**src/rtl/relu2_stage_if.sv**
```systemverilog
// Bus bundle for relu2_stage: the upstream read port, the downstream write port and the
// start/busy/done handshake. The slave modport is the stage itself; the master modport is
// its environment, which holds both buffers and the controller.
interface relu2_stage_if;
   logic        start;
   logic [15:0] read_addr;
   logic [31:0] data_in;
   logic [15:0] write_addr;
   logic [31:0] data_out;
   logic        write_enable;
   logic        busy;
   logic        done;

   modport slave (
      input  start,
      input  data_in,
      output read_addr,
      output write_addr,
      output data_out,
      output write_enable,
      output busy,
      output done
   );

   modport master (
      output start,
      output data_in,
      input  read_addr,
      input  write_addr,
      input  data_out,
      input  write_enable,
      input  busy,
      input  done
   );
endinterface

```
**src/rtl/relu2_stage.sv**
```systemverilog
// Activation stage: walks N entries of the upstream buffer one per cycle and applies ReLU,
// an arithmetic right shift and an upper clamp. Each result is written in index order to the
// downstream buffer, and done is pulsed once the last write has been presented.
module relu2_stage #(
   parameter int unsigned N       = 64,
   parameter int unsigned SHIFT   = 0,
   parameter logic [31:0] SAT_MAX = 32'h7FFF_FFFF
) (
   input logic          clk,
   input logic          reset,
   relu2_stage_if.slave bus
);

   localparam int unsigned IdxW = (N > 1) ? $clog2(N) : 1;
   localparam logic [IdxW-1:0] IdxLast = IdxW'(N - 1);

   typedef enum logic [1:0] {StIdle, StRun, StDrain} state_e;

   state_e          state_q;
   logic [IdxW-1:0] idx_q;
   logic [15:0]     write_addr_q;
   logic [31:0]     data_out_q;
   logic            write_enable_q;
   logic            done_q;

   logic [31:0]     shifted;
   logic [31:0]     f_res;

   // ReLU, then arithmetic shift, then upper clamp. A non-negative shifted value compares
   // correctly against SAT_MAX as unsigned, because SAT_MAX is non-negative too.
   always_comb begin
      shifted = 32'($signed(bus.data_in) >>> SHIFT);
      f_res   = shifted;
      if (bus.data_in[31]) begin
         f_res = '0;
      end else if (shifted > SAT_MAX) begin
         f_res = SAT_MAX;
      end
   end

   // Sequencer and registered write-port outputs.
   always_ff @(posedge clk or posedge reset) begin
      if (reset) begin
         state_q        <= StIdle;
         idx_q          <= '0;
         write_addr_q   <= '0;
         data_out_q     <= '0;
         write_enable_q <= 1'b0;
         done_q         <= 1'b0;
      end else begin
         unique case (state_q)
            StIdle: begin
               done_q         <= 1'b0;
               write_enable_q <= 1'b0;
               if (bus.start) begin
                  state_q <= StRun;
                  idx_q   <= '0;
               end
            end
            StRun: begin
               write_addr_q   <= 16'(idx_q);
               data_out_q     <= f_res;
               write_enable_q <= 1'b1;
               if (idx_q == IdxLast) begin
                  // idx is held; the last write is still on the bus during the drain cycle.
                  state_q <= StDrain;
               end else begin
                  idx_q <= idx_q + IdxW'(1);
               end
            end
            StDrain: begin
               write_enable_q <= 1'b0;
               done_q         <= 1'b1;
               state_q        <= StIdle;
            end
            default: begin
               state_q <= StIdle;
            end
         endcase
      end
   end

   // Read address is combinational so data_in returns in the same cycle; busy decodes state.
   always_comb begin
      bus.read_addr    = (state_q == StRun) ? 16'(idx_q) : 16'd0;
      bus.busy         = (state_q != StIdle);
      bus.write_addr   = write_addr_q;
      bus.data_out     = data_out_q;
      bus.write_enable = write_enable_q;
      bus.done         = done_q;
   end

endmodule

```
**src/flat_wrapper.sv**
```systemverilog
// flat-port wrapper written by rule: the top's interface ports become plain ports
module relu2_stage_flat 
#(
   parameter int unsigned N       = 64,
   parameter int unsigned SHIFT   = 0,
   parameter logic [31:0] SAT_MAX = 32'h7FFF_FFFF
)
  (clk, reset, bus_start, bus_data_in, bus_read_addr, bus_write_addr, bus_data_out, bus_write_enable, bus_busy, bus_done);
  relu2_stage_if bus_i ();
  input logic clk;
  input logic reset;
  input wire logic [$bits(bus_i.start)-1:0] bus_start;
  input wire logic [$bits(bus_i.data_in)-1:0] bus_data_in;
  output wire logic [$bits(bus_i.read_addr)-1:0] bus_read_addr;
  output wire logic [$bits(bus_i.write_addr)-1:0] bus_write_addr;
  output wire logic [$bits(bus_i.data_out)-1:0] bus_data_out;
  output wire logic [$bits(bus_i.write_enable)-1:0] bus_write_enable;
  output wire logic [$bits(bus_i.busy)-1:0] bus_busy;
  output wire logic [$bits(bus_i.done)-1:0] bus_done;
  assign bus_i.start = bus_start;
  assign bus_i.data_in = bus_data_in;
  assign bus_read_addr = bus_i.read_addr;
  assign bus_write_addr = bus_i.write_addr;
  assign bus_data_out = bus_i.data_out;
  assign bus_write_enable = bus_i.write_enable;
  assign bus_busy = bus_i.busy;
  assign bus_done = bus_i.done;
  relu2_stage #(.N(N), .SHIFT(SHIFT), .SAT_MAX(SAT_MAX)) u_core (.clk(clk), .reset(reset), .bus(bus_i));
endmodule
```
**config.mk**
```make
export PLATFORM = sky130hd
export DESIGN_NAME = relu2_stage_flat
export DESIGN_NICKNAME = d
export VERILOG_FILES = /design/src/rtl/relu2_stage_if.sv /design/src/rtl/relu2_stage.sv /design/src/flat_wrapper.sv
export SDC_FILE = /design/constraint.sdc
export NUM_CORES = 1
export LEC_CHECK = 0
export ABC_CLOCK_PERIOD_IN_PS = 4000
export BUFFER_PORTS_ARGS = -buffer_cell sky130_fd_sc_hd__clkbuf_2
export CAP_MARGIN = 10
export CORE_MARGIN = 2
export CORE_UTILIZATION = 49
export DETAILED_ROUTE_END_ITERATION = 16
export PLACE_DENSITY = 0.83
export SLEW_MARGIN = 15
export SYNTH_ARGS = -nofsm -noshare
export SYNTH_HDL_FRONTEND = slang
export SYNTH_SLANG_ARGS = --single-unit
```
**constraint.sdc**
```tcl
create_clock -name clk -period 4 [get_ports clk]
set_clock_uncertainty 0.15 [all_clocks]
set_input_delay 0.4 -clock clk [delete_from_list [all_inputs] [get_ports clk]]
set_output_delay 0.4 -clock clk [all_outputs]
set_load 0.03 [all_outputs]
```
Word-level counts from Yosys, hierarchy flattened --
Index checks and enable logic that the tools add are counted.
Word-level totals: latch bits 0, memories 0, flip-flop bits (word level) 48, bits in writable memories 0, output and inout port bits 67, bits in read-only memories 0, logic and storage cells 33
Cells by class: shift operators 0, mux-type cells 11, add/sub/neg operators 1, reduce and logical (&&, ||, !) cells 8, eq/ne operators 6, divide/modulo/power cells 0, bitwise gates (word level) 0, multipliers 0, magnitude comparators 1
Operators with widths (count):
- $mux W31 | 2
- $gt A32 B31 Y1 const B | 1
- $mux W6 | 3
- $pmux W6 S2 | 1
- $reduce_bool A2 Y1 | 4
- $add A6 B1 Y6 const B | 1
- $eq A6 B6 Y1 const B | 1
- $mux W2 | 2
- $ne A2 B2 Y1 const B | 2
- $pmux W1 S2 | 2
- $pmux W2 S2 | 1
- $reduce_and A3 Y1 | 1
- $eq A2 B1 Y1 const B | 1
- $eq A2 B2 Y1 const B | 1
- $logic_not A2 Y1 | 1
- $ne A2 B1 Y1 const B | 1
- $reduce_and A2 Y1 | 1
- $reduce_or A2 Y1 | 1

Longest topological paths before layout --
Gate-level depths: netlist of run 1.
depth after elaboration 3, depth in mapped cells 5

Worst setup path after synthesis of run 1 --
OpenSTA, ideal clock, no wires.
path kind register to output, start reg u_core.state_q[1], end out bus_read_addr[5], data required time 3450 ps, setup slack 2227 ps, arrival time 1223 ps, cell stages (with the launch flop) 4, path through dfrtp_1 nand2b_1 buf_4 nor2_1
Between the ends: cells in the longest elaborated chain, start to end 2
RTL lines:
- start: declaration | line relu2_stage.sv:19 | state_e state_q;
- start signal: assignment | line relu2_stage.sv:44 | state_q <= StIdle;
- start signal: assignment | line relu2_stage.sv:56 | state_q <= StRun;
- start signal: assignment | line relu2_stage.sv:66 | state_q <= StDrain;
- $eq A2 B1 Y1 | line relu2_stage.sv:85 | bus.read_addr = (state_q == StRun) ? 16'(idx_q) : 16'd0;
- $mux W6 | line relu2_stage.sv:85
- end: declaration | line flat_wrapper.sv:14 | output wire logic [$bits(bus_i.read_addr)-1:0] bus_read_addr;
Every way passes these cells.

Worst setup path in the final report of run 1 --
start reg u_core.state_q[0], end out bus_read_addr[0]
The elaborated chain is that of the path after synthesis.

==> summary.md, run 1 <==
| Metric | Value |
|---|---|
| Main synth FF type | `dfrtp_1` |
| Top cell type's share of synthesized area | `between 50% and 60%` |
| Skew-Pair Late Insertion Delay | `just under 0.3 ns` |
| CP Capture Type | `output pin` |
| Most common cell in the netlist | `nand2_1` |
| # setup viols final | `0` |
| Multi-input logic area | `between 800 and 900 um^2` |
| Hold/Removal Path Class | `in -> async` |
| P_sw | `roughly 990 uW` |
| CP Cell Sequence | `nor2b_2, and2_1, clkbuf_2` |
| Synth Area in Adders | `less than 1%` |
| Max Fclk | `about 380 MHz` |
| Pwr/cell area | `slightly below 800 nW/um^2` |
| Vias/cell | `4.85` |
| Syn Area/Cell | `about 9.7 um^2` |
| RSZ-0062 raised after global routing | `false` |
| Levels on crit path | `3` |
| Post-synth EDFFs | `0` |
| Number of DRC markers in iteration 0 | `approximately 140` |
| DRT antenna net count | `0` |
| Num CTS Buffers | `5` |
| NumNets Final | `about 340` |
| Chip Width | `71.4 um` |
| XOR/XNOR share of the synthesized area | `0%` |
| Number of global-route vias before repair | `1575` |
| Vias after detailed routing | `approximately 1700` |
| Fillers | `388` |
| Clock power share | `between 10% and 20%` |
| Num rows | `24` |
| Synthesis Warnings | `0` |
| Worst-margin pin slew | `between 0.9 and 1 ns` |
| Worst path arrival time | `approximately 2.1 ns` |
| Crit path from | `u_core.state_q[0]$_DFFE_PP0P_` |
| WL final | `approximately 4500 um` |
| Status | `complete, no violations` |
| Place WS | `~1.7 ns` |
| Die area | `5100 um^2` |
| WL/cell | `approximately 13 um` |
| Mapped Area | `~2200 um^2` |
| Residual DRC | `0` |
| VDD IR max | `between 0.3 and 0.4 mV` |
| CP delay by family, top | `simple AND/OR/NAND/NOR gates` |
| # diodes | `0` |
| Mux contribution to synthesized area | `0.506%` |
| Comb power frac | `between 40% and 50%` |
| Critical path's largest stage delay | `0.75 ns` |
| Switching part of the total | `47.5%` |
| Cts repair resizes | `0` |
| Hold buffers post-CTS | `0` |
| Cell taking the most area after synthesis | `dfrtp_1` |
| Antenna violations before repair | `0` |
| Setup slack after layout | `1.35 ns` |
| P_leak | `about 1.5 nW` |
| Syn Inst Count | `230` |
| DP Cell Count | `350` |
| Int Power | `about 1.1 mW` |
| Crit path buf inv count | `1` |
| GRT overflow | `0` |
| GRT Resource Usage Total | `17.6%` |
| IO Port Bufs | `80` |
| Root buffer cell | `clkbuf_8` |
| Unique masters post-synth | `36` |
| Pre-Repair DR Iteration Count | `4` |
| CTS clk-pin slew, worst paths | `roughly 0.080 ns` |
| Largest net degree at the start of global routing | `48` |
| Final setup TNS | `0 ns` |
| Clk buf depth | `2` |
| Synth top cells by count | `nand2_1 (69), dfrtp_1 (47), nand3b_1 (33), buf_4 (25), inv_1 (6)` |
| Core Footprint | `about 4400 um^2` |
| Largest family of logic cells by synthesized area | `simple AND/OR/NAND/NOR gates` |
| Max-Cap Viols | `0` |
| Worst r2r src | `u_core.state_q[0]$_DFFE_PP0P_` |
| Final hold viol count | `0` |
| Sequential power share | `~37%` |
| Sink Count | `between 40 and 50` |
| Sequential Area | `~1200 um^2` |
| Sequential-to-total area share from yosys stat | `52.8%` |
| Simple-gate area share of the yosys netlist | `roughly 29%` |
| Slew headroom | `~36%` |
| Area Growth Syn to Fin | `19.2%` |
| Initial Utilization | `about half` |
| Height of the die | `71.4 um` |
| RD Place Congestion | `0.867` |
| Async SR Flop Fraction | `100%` |
| Boundary pin count | `102` |
| Synth area leaders | `dfrtp_1 (53%), nand2_1 (12%), nand3b_1 (11%)` |
| Yosys reg bits | `47` |
| Final cycle utilization of the critical path | `66.2%` |
| Layout cells sized above 1 | `31.0%` |
| Post-CTS Setup Bufs | `0` |
| Critical path type | `reg -> out` |
| Crit-path max FO | `21` |
| CTS tree | `built` |
| Fin crit period | `2.65 ns` |
| Slew Limit Fails | `0` |
| CP max stage cell | `nor2b_2` |
| Worst endpoint required time | `around 3.5 ns` |
| Startpoint Class | `flop` |
| R2R depth | `4` |
| Fin cells | `approximately 360` |
| Detailed placement HPWL | `about 3100 um` |
| Synth Area in Compound Gates | `about 5.8%` |
| First-pass GRT wire length | `between 7000 and 8000 um` |
| Clock H-tree levels | `2` |
[area by class of cell]
cell class                      instances  area share [%]
Clock buffer                            8            3.77
Inverter                                6           0.848
Multi-Input combinational cell        163            33.0
Sequential cell                        47            44.3
Tap cell                               52            2.45
Timing Repair Buffer                   82            15.6
[stage by stage]
step           total power [mW]  utilization (%)  instance area [um^2]  hold slack [ns]
6_report                   2.08             61.0                  2660            0.162
3_5_place_dp               1.80             58.7                  2550            0.305
2_1_floorplan              1.54                -                  2300            0.395
4_1_cts                    2.11             61.0                  2660            0.174
5_1_grt                    2.22             61.0                  2660            0.173
3_3_place_gp               1.77             58.7                  2550            0.297
[cell families after synthesis]
kind of cell | count (synthesis)
and+or+nand+nor | 123
DFF | 47
buffers and inverters | 40
AOI/OAI and AO/OA | 17
muxes | 1
adders and majority gates | 1
other | 1
[state kept, by name, summed over array words and instances (netlist names)]
register                 count
u_core.bus.write_addr        6
u_core.idx_q                 6
u_core.state_q               2
u_core.bus.data_out         31
u_core.bus.write_enable      1
u_core.bus.done              1
[placed cells by master, fill, tap and decap left out, types with 2 or more instances in the layout]
cell      count
a21o_1        4
a21oi_1       3
a31oi_1       2
and2_1        3
and4_1        2
buf_4         2
clkbuf_2     80
clkbuf_8      7
conb_1       21
dfrtp_1      47
inv_1         5
nand2_1      69
nand3b_1     33
nand4_1       2
nor2_1        2
nor3_1        3
[power by group through the flow]
| stage | sequential (mW) | combinational [mW] | clock (mW) |
|---|---|---|---|
| 2_1_floorplan | 0.995 | 0.549 | 0 |
| 3_3_place_gp | 0.770 | 1.00 | 0 |
| 3_5_place_dp | 0.779 | 1.02 | 0 |
| 4_1_cts | 0.770 | 1.02 | 0.316 |
| 5_1_grt | 0.796 | 1.09 | 0.333 |
| 6_report | 0.770 | 1.01 | 0.304 |
[layer usage]
metal	wire length (um)	global-route usage, %
met4	48	6.08
met5	0	0
met2	2300	30.0
met1	1920	22.0
met3	251	4.22
[final timing paths]
kind,slack (ns),to
min,0.16,u_core.bus.write_addr[3]$_DFFE_PP0P_
max in group asynchronous,2.94,u_core.bus.data_out[24]$_DFFE_PP0P_
min reg2reg,0.32,u_core.bus.data_out[3]$_DFFE_PP0P_
max reg2reg,1.83,u_core.idx_q[1]$_DFFE_PP0P_
min in group clk,0.18,u_core.bus.data_out[13]$_DFFE_PP0P_
max,1.35,bus_read_addr[0]
No activity file was read; power rests on OpenSTA's default activity.
==> inputs of run 2 (changes only) <==
- ABC_CLOCK_PERIOD_IN_PS: 4000 -> 2350
- CORE_UTILIZATION: 49 -> 42
- PLACE_DENSITY: 0.83 -> 0.76
- clock period: 4 -> 2.35 ns (I/O delays scaled with it)
==> run 2 against run 1 <==
Cell area increased by 6.2%. Critical endpoint is now bus_read_addr[1]. Cell count rose by 8.7%. Power grew 76%. Flip-flop and latch count is the same. Via count up 4.2%. Die area up 16%. Critical path type unchanged. Critical path depth stayed put.
==> summary.md, run 2 (synthesized netlist as in run 1, its figures left out) <==
| Metric | Value |
|---|---|
| Commonest cells after routing, fill and taps aside | `clkbuf_2 (80), nand2_1 (69), dfrtp_1 (47)` |
| Core Footprint | `5110 um^2 (+17%)` |
| Max reg flops | `31 (unchanged)` |
| CTS tree | `built` |
| Final cycle utilization of the critical path | `just under 90%` |
| Hold/Removal Path Class | `in -> reg` |
| Pre-Repair DR Iteration Count | `4 (unchanged)` |
| Number of global-route vias before repair | `1752 (+11%)` |
| Height of the die | `76.8 um (+7.6%)` |
| Switching part of the total | `47.2% (-0.30 points)` |
| Boundary pin count | `102 (unchanged)` |
| WL final | `4850 um (+7.2%)` |
| Worst-margin pin slew | `0.642 ns (-0.314 ns)` |
| Fillers | `477 (+23%)` |
| Root buffer cell | `clkbuf_8` |
| RD Place Congestion | `0.736 (-15%)` |
| P_leak | `1.56 nW (+4.7%)` |
| Num rows | `26 (+8.3%)` |
| Slew headroom | `57.2% (+21 points)` |
| Clock power share | `16.3% (+1.7 points)` |
| Max Fclk | `between 400 and 500 MHz` |
| Antenna violations before repair | `0 (unchanged)` |
| GRT overflow | `0 (unchanged)` |
| DRT antenna net count | `0 (unchanged)` |
| Comb power frac | `47.6% (-0.8 points)` |
| Pwr/cell area | `1300 nW/um^2 (+66%)` |
| Fin crit period | `2.07 ns` |
| Int Power | `1.94 mW (+77%)` |
| # setup viols final | `0 (unchanged)` |
| # diodes | `0 (unchanged)` |
| Clk buf depth | `2 (unchanged)` |
| Startpoint Class | `flop` |
| Layout cells sized above 1 | `30.7% (-0.32 points)` |
| Worst endpoint required time | `1.97 ns (-1.48 ns)` |
| Final setup TNS | `0 ns (unchanged)` |
| Largest net degree at the start of global routing | `39 (-19%)` |
| IO Port Bufs | `80 (unchanged)` |
| Final hold viol count | `0 (unchanged)` |
| Chip Width | `76.8 um (+7.6%)` |
| P_sw | `1.74 mW (+75%)` |
| Worst Hold Slack | `0.0152 ns (-0.146 ns)` |
| Crit-path max FO | `14 (-33%)` |
| Detailed placement HPWL | `3300 um (+4.8%)` |
| Initial Utilization | `43.6% (-7.5 points)` |
| RSZ-0062 raised after global routing | `false` |
| Number of DRC markers in iteration 0 | `80 (-42%)` |
| Num CTS Buffers | `5 (unchanged)` |
| Skew-Pair Late Insertion Delay | `0.30 ns (about the same)` |
| Sink Count | `47 (unchanged)` |
| Critical path type | `reg -> out` |
| Status | `complete, no violations` |
| CP Capture Type | `output pin` |
| Slew Limit Fails | `0 (unchanged)` |
| Worst path arrival time | `1.68 ns (-0.42 ns)` |
| Sequential power share | `36.1% (-0.9 points)` |
| Vias after detailed routing | `1808 (+4.2%)` |
| Max-Cap Viols | `0 (unchanged)` |
| First-pass GRT wire length | `8040 um (+14%)` |
| Residual DRC | `0 (unchanged)` |
| WL/cell | `12.5 um (-1.3%)` |
| Post-CTS Setup Bufs | `0 (unchanged)` |
| Power, Total | `3.67 mW (+76%)` |
| Die area | `5900 um^2 (+16%)` |
| Area Growth Syn to Fin | `26.6%` |
| Vias/cell | `4.65 (-4.1%)` |
| Commonest non-fill, non-tap cell in the layout | `clkbuf_2` |
| R2R setup slack | `0.60 ns (-1.23 ns)` |
| CTS clk-pin slew, worst paths | `0.09 ns (about the same)` |
| NumNets Final | `354 (+3.8%)` |
| GRT Resource Usage Total | `17.1% (-0.53 points)` |
| Clock H-tree levels | `2 (unchanged)` |
| VDD IR max | `0.655 mV (+95%)` |
run 2: worst paths after layout:
path                                                     startpoint                                   to  depth (start not counted)
worst min register to register  u_core.bus.data_out[24]$_DFFE_PP0P_  u_core.bus.data_out[24]$_DFFE_PP0P_                          2
worst min-delay path                                bus_data_in[25]  u_core.bus.data_out[25]$_DFFE_PP0P_                          3
max in group asynchronous                                     reset   u_core.bus.data_out[0]$_DFFE_PP0P_                          4
worst max register to register          u_core.idx_q[0]$_DFFE_PP0P_          u_core.idx_q[1]$_DFFE_PP0P_                          4
worst max-delay path                  u_core.state_q[0]$_DFFE_PP0P_                     bus_read_addr[1]                          3
min in group asynchronous                                     reset  u_core.bus.data_out[30]$_DFFE_PP0P_                          3
run 2: layout make-up:
class	count	area, um^2	share of cell area (%)
clock buffer	5	68.8	2.44
clock inverter	3	43.8	1.55
timing repair buffer	95	541	19.2
sequential	47	1180	41.7
inverter	6	22.5	0.799
multi-input combinational	163	881	31.2
tap	70	87.6	3.11
run 2: metrics by stage:
stage          worst slack (ns)  util (%)  instance area (um^2)  std cells
6_report                  0.285      55.2                  2820        389
3_3_place_gp              0.508      50.8                  2590        370
3_5_place_dp              0.467      50.8                  2590        370
2_1_floorplan             0.739         -                  2300        250
4_1_cts                   0.114      55.1                  2820        389
5_1_grt                   0.160      55.2                  2820        389
run 2: layer usage:
| layer | vias up | share of wire [%] | track usage [%] |
|---|---|---|---|
| met5 | - | 0 | 0 |
| met4 | 0 | 1.7 | 7.09 |
| met3 | 8 | 6.3 | 4.00 |
| met2 | 79 | 49 | 29.6 |
| met1 | 830 | 43 | 20.3 |
| li1 | 891 | - | - |
run 2: power by group through the flow:
stage	clock [mW]	combinational, mW	sequential, mW
after floorplan	0	0.935	1.69
after global placement	0	1.72	1.32
after detailed placement	0	1.75	1.33
after CTS	0.622	1.76	1.32
after global routing	0.652	1.89	1.37
final	0.598	1.75	1.33
run 2: worst max-delay path, cell delays in order, from the launching register on:
cell and delay, ns:
dfrtp_1 0.59, nor2b_4 0.39, and2_1 0.19, clkbuf_2 0.21
run 2: repair_timing:
| item | in CTS | in global routing |
|---|---|---|
| setup endpoints to repair | 0 | 3 |
| hold buffers | 11 | 0 |
| hold endpoints to repair | 40 | 0 |
| resized for setup | 0 | 1 |
==> inputs of run 3 (changes only) <==
- ABC_CLOCK_PERIOD_IN_PS: 2350 -> 1700
- CELL_PAD_IN_SITES_DETAIL_PLACEMENT: unset -> 1
- CELL_PAD_IN_SITES_GLOBAL_PLACEMENT: unset -> 2
- CORE_UTILIZATION: 42 -> 24
- PLACE_DENSITY: 0.76 -> unset
- PLACE_DENSITY_LB_ADDON: unset -> 0.1
- clock period: 2.35 -> 1.7 ns (I/O delays scaled with it)
==> run 3 against run 2 <==
Non-clock buffer count up 36. Worst setup slack lost 0.21 ns. Highest routed layer unchanged. Sequential power increased by 32%. Largest power group unchanged. Critical path type unchanged.
==> summary.md, run 3 (synthesized netlist as in run 1, its figures left out) <==
| Metric | Value |
|---|---|
| Status | `complete, no violations` |
| R2R setup slack | `0.10 ns (-0.50 ns)` |
| WL final | `6280 um (+30%)` |
| Commonest non-fill, non-tap cell in the layout | `clkbuf_2` |
| GR Util met3 | `3.06% (-0.94 points)` |
| Final instance area | `3240 um^2 (+15%)` |
| Vias after detailed routing | `1969 (+8.9%)` |
| CTS tree | `built` |
| Crit path from | `u_core.state_q[1]$_DFFE_PP0P_` |
| Max Fclk | `617 MHz` |
| Worst r2r src | `u_core.state_q[0]$_DFFE_PP0P_` |
| Hold_sp | `bus_start` |
| DRT antenna net count | `0 (unchanged)` |
| Final hold viol count | `0 (unchanged)` |
| Number of global-route vias before repair | `1995 (+14%)` |
| Root buffer cell | `clkbuf_8` |
| R2R depth | `6 (+2)` |
| WL/cell | `13.5 um (+8.1%)` |
| # setup viols final | `0 (unchanged)` |
| Slew Limit Fails | `0 (unchanged)` |
| Max-Cap Viols | `0 (unchanged)` |
| Slew headroom | `65.3% (+8.2 points)` |
| Max reg flops | `31 (unchanged)` |
| Height of the die | `100 um (+31%)` |
| Num rows | `35 (+35%)` |
| Chip Width | `100 um (+31%)` |
| Post-DP Area | `2740 um^2 (+5.6%)` |
| Clock power share | `13.4% (-2.9 points)` |
| Worst Hold Slack | `0.133 ns (+0.117 ns)` |
| Sequential power share | `31.9% (-4.2 points)` |
| Largest net degree at the start of global routing | `48 (+23%)` |
| Boundary pin count | `102 (unchanged)` |
| Fin crit period | `about 1.6 ns` |
| Worst-margin pin slew | `0.520 ns (-0.122 ns)` |
| Die area | `10100 um^2 (+71%)` |
| NumNets Final | `390 (+10%)` |
| Core Footprint | `9110 um^2 (+78%)` |
| RD Place Congestion | `0.753 (+2.3%)` |
| Final core utilization | `35.6% (-20 points)` |
| IO Port Bufs | `80 (unchanged)` |
| Crit-path max FO | `7 (-7)` |
| P_sw | `2.53 mW (+46%)` |
| # diodes | `0 (unchanged)` |
| Grt peak-use layer | `met2` |
| CP delay by family, top | `flip-flops` |
| Antenna violations before repair | `0 (unchanged)` |
| VDD IR max | `0.637 mV (-2.7%)` |
| Number of cells on the worst hold path | `4 (+1)` |
| Residual DRC | `0 (unchanged)` |
| Final setup TNS | `0 ns (unchanged)` |
| CP Cell Sequence | `buf_6, nand3b_1, inv_2, buf_8` |
| Layout cells sized above 1 | `33.5% (+2.8 points)` |
| Setup slack after layout | `0.0797 ns (-0.205 ns)` |
| Commonest cells after routing, fill and taps aside | `clkbuf_2 (74), nand2_1 (69), dfrtp_1 (45)` |
| Clk buf depth | `2 (unchanged)` |
| First-pass GRT wire length | `10300 um (+28%)` |
| Clock H-tree levels | `2 (unchanged)` |
| GRT Resource Usage Total | `13.0% (-4.1 points)` |
| Place WS | `0.186 ns (-0.281 ns)` |
| Detailed placement HPWL | `4340 um (+31%)` |
| RSZ-0062 raised after global routing | `true` |
| Hold path endpoint | `u_core.idx_q[1]$_DFFE_PP0P_` |
| Pre-Repair DR Iteration Count | `4 (unchanged)` |
| Sink Count | `47 (unchanged)` |
| Grt met1 use | `17.7% (-2.6 points)` |
| GRT overflow | `0 (unchanged)` |
| Startpoint Class | `flop` |
| CP Capture Type | `output pin` |
| Pwr/cell area | `1710 nW/um^2 (+31%)` |
| Critical path's largest stage delay | `0.45 ns (-0.14 ns)` |
| Vias/cell | `4.23 (-9.1%)` |
| Reg2reg end | `u_core.idx_q[4]$_DFFE_PP0P_` |
| Worst path arrival time | `1.30 ns (-0.38 ns)` |
| Hold/Removal Path Class | `in -> reg` |
| Switching part of the total | `45.8% (-1.4 points)` |
| Skew-Pair Late Insertion Delay | `0.29 ns (about the same)` |
| Critical path type | `reg -> out` |
| Worst endpoint required time | `1.38 ns (-0.59 ns)` |
| Crit path buf inv count | `3 (+2)` |
| M2 GR Usage | `20.8% (-8.9 points)` |
| Int Power | `3.00 mW (+54%)` |
| CP max stage cell | `dfrtp_2` |
| CTS clk-pin slew, worst paths | `0.09 ns (about the same)` |
| Num CTS Buffers | `5 (unchanged)` |
| Final cycle utilization of the critical path | `95.3%` |
| Area Growth Syn to Fin | `45.4%` |
| Number of DRC markers in iteration 0 | `41 (-49%)` |
| Initial Utilization | `24.5% (-19 points)` |
| P_leak | `1.73 nW (+11%)` |
| Comb power frac | `54.7% (+7.1 points)` |
[run 3: changes by cell type in the layout (fill, tap and decap cells not counted), sizes merged]
cell / change
buf: +19
bufinv: -1
clkbuf: -1
clkinv: -2
dlygate4sd3: +21
[run 3: power groups by stage]
stage / combinational, mW / clock (mW) / sequential (mW)
detailed placement: 2.77 / 0 / 1.79
finish: 3.02 / 0.740 / 1.76
global placement: 2.75 / 0 / 1.79
floorplan: 1.29 / 0 / 2.34
global route: 3.30 / 0.829 / 1.83
CTS: 2.96 / 0.795 / 1.77
[run 3: worst register-to-register path, cell delays in order (launching register included)]
cell and delay [ns]:
dfrtp_2 0.45, nor2b_4 0.16, buf_4 0.13, buf_4 0.12, buf_4 0.15, a41o_1 0.24, o21a_1 0.10
[run 3: through the flow]
step,instances,power [mW]
4_1_cts,464,5.52
3_3_place_gp,421,4.54
2_1_floorplan,250,3.63
3_5_place_dp,421,4.56
5_1_grt,466,5.96
6_report,466,5.53
[run 3: repair_timing]
action | CTS | global route
buffers inserted | 3 | 2
endpoints found under the hold margin | 78 | 0
hold buffers | 32 | 0
setup endpoints to repair | 6 | 6
resized for setup | 6 | 16
[run 3: cell type report]
cell class / instances / area, um^2
Fill cell: 1092 / 5870
Timing Repair Buffer: 131 / 908
Clock buffer: 8 / 100
Sequential cell: 47 / 1180
Multi-Input combinational cell: 163 / 891
Inverter: 6 / 22.5
Tap cell: 111 / 139
[run 3: routing by layer]
metal | wire length, um | vias up
met5 | 0 | -
met4 | 79 | 0
met3 | 351 | 6
met2 | 2880 | 62
met1 | 2970 | 942
li1 | - | 959
[run 3: worst max-delay path by stage]
stage	endpoint	slack [ns]	depth (start not counted)
floorplan	u_core.idx_q[0]$_DFFE_PP0P_	0.09	5
global placement	u_core.idx_q[0]$_DFFE_PP0P_	0.21	4
detailed placement	u_core.idx_q[0]$_DFFE_PP0P_	0.19	4
CTS	bus_read_addr[0]	0.004	3
global route	bus_read_addr[5]	-0.02	3
finish	bus_read_addr[2]	0.08	4
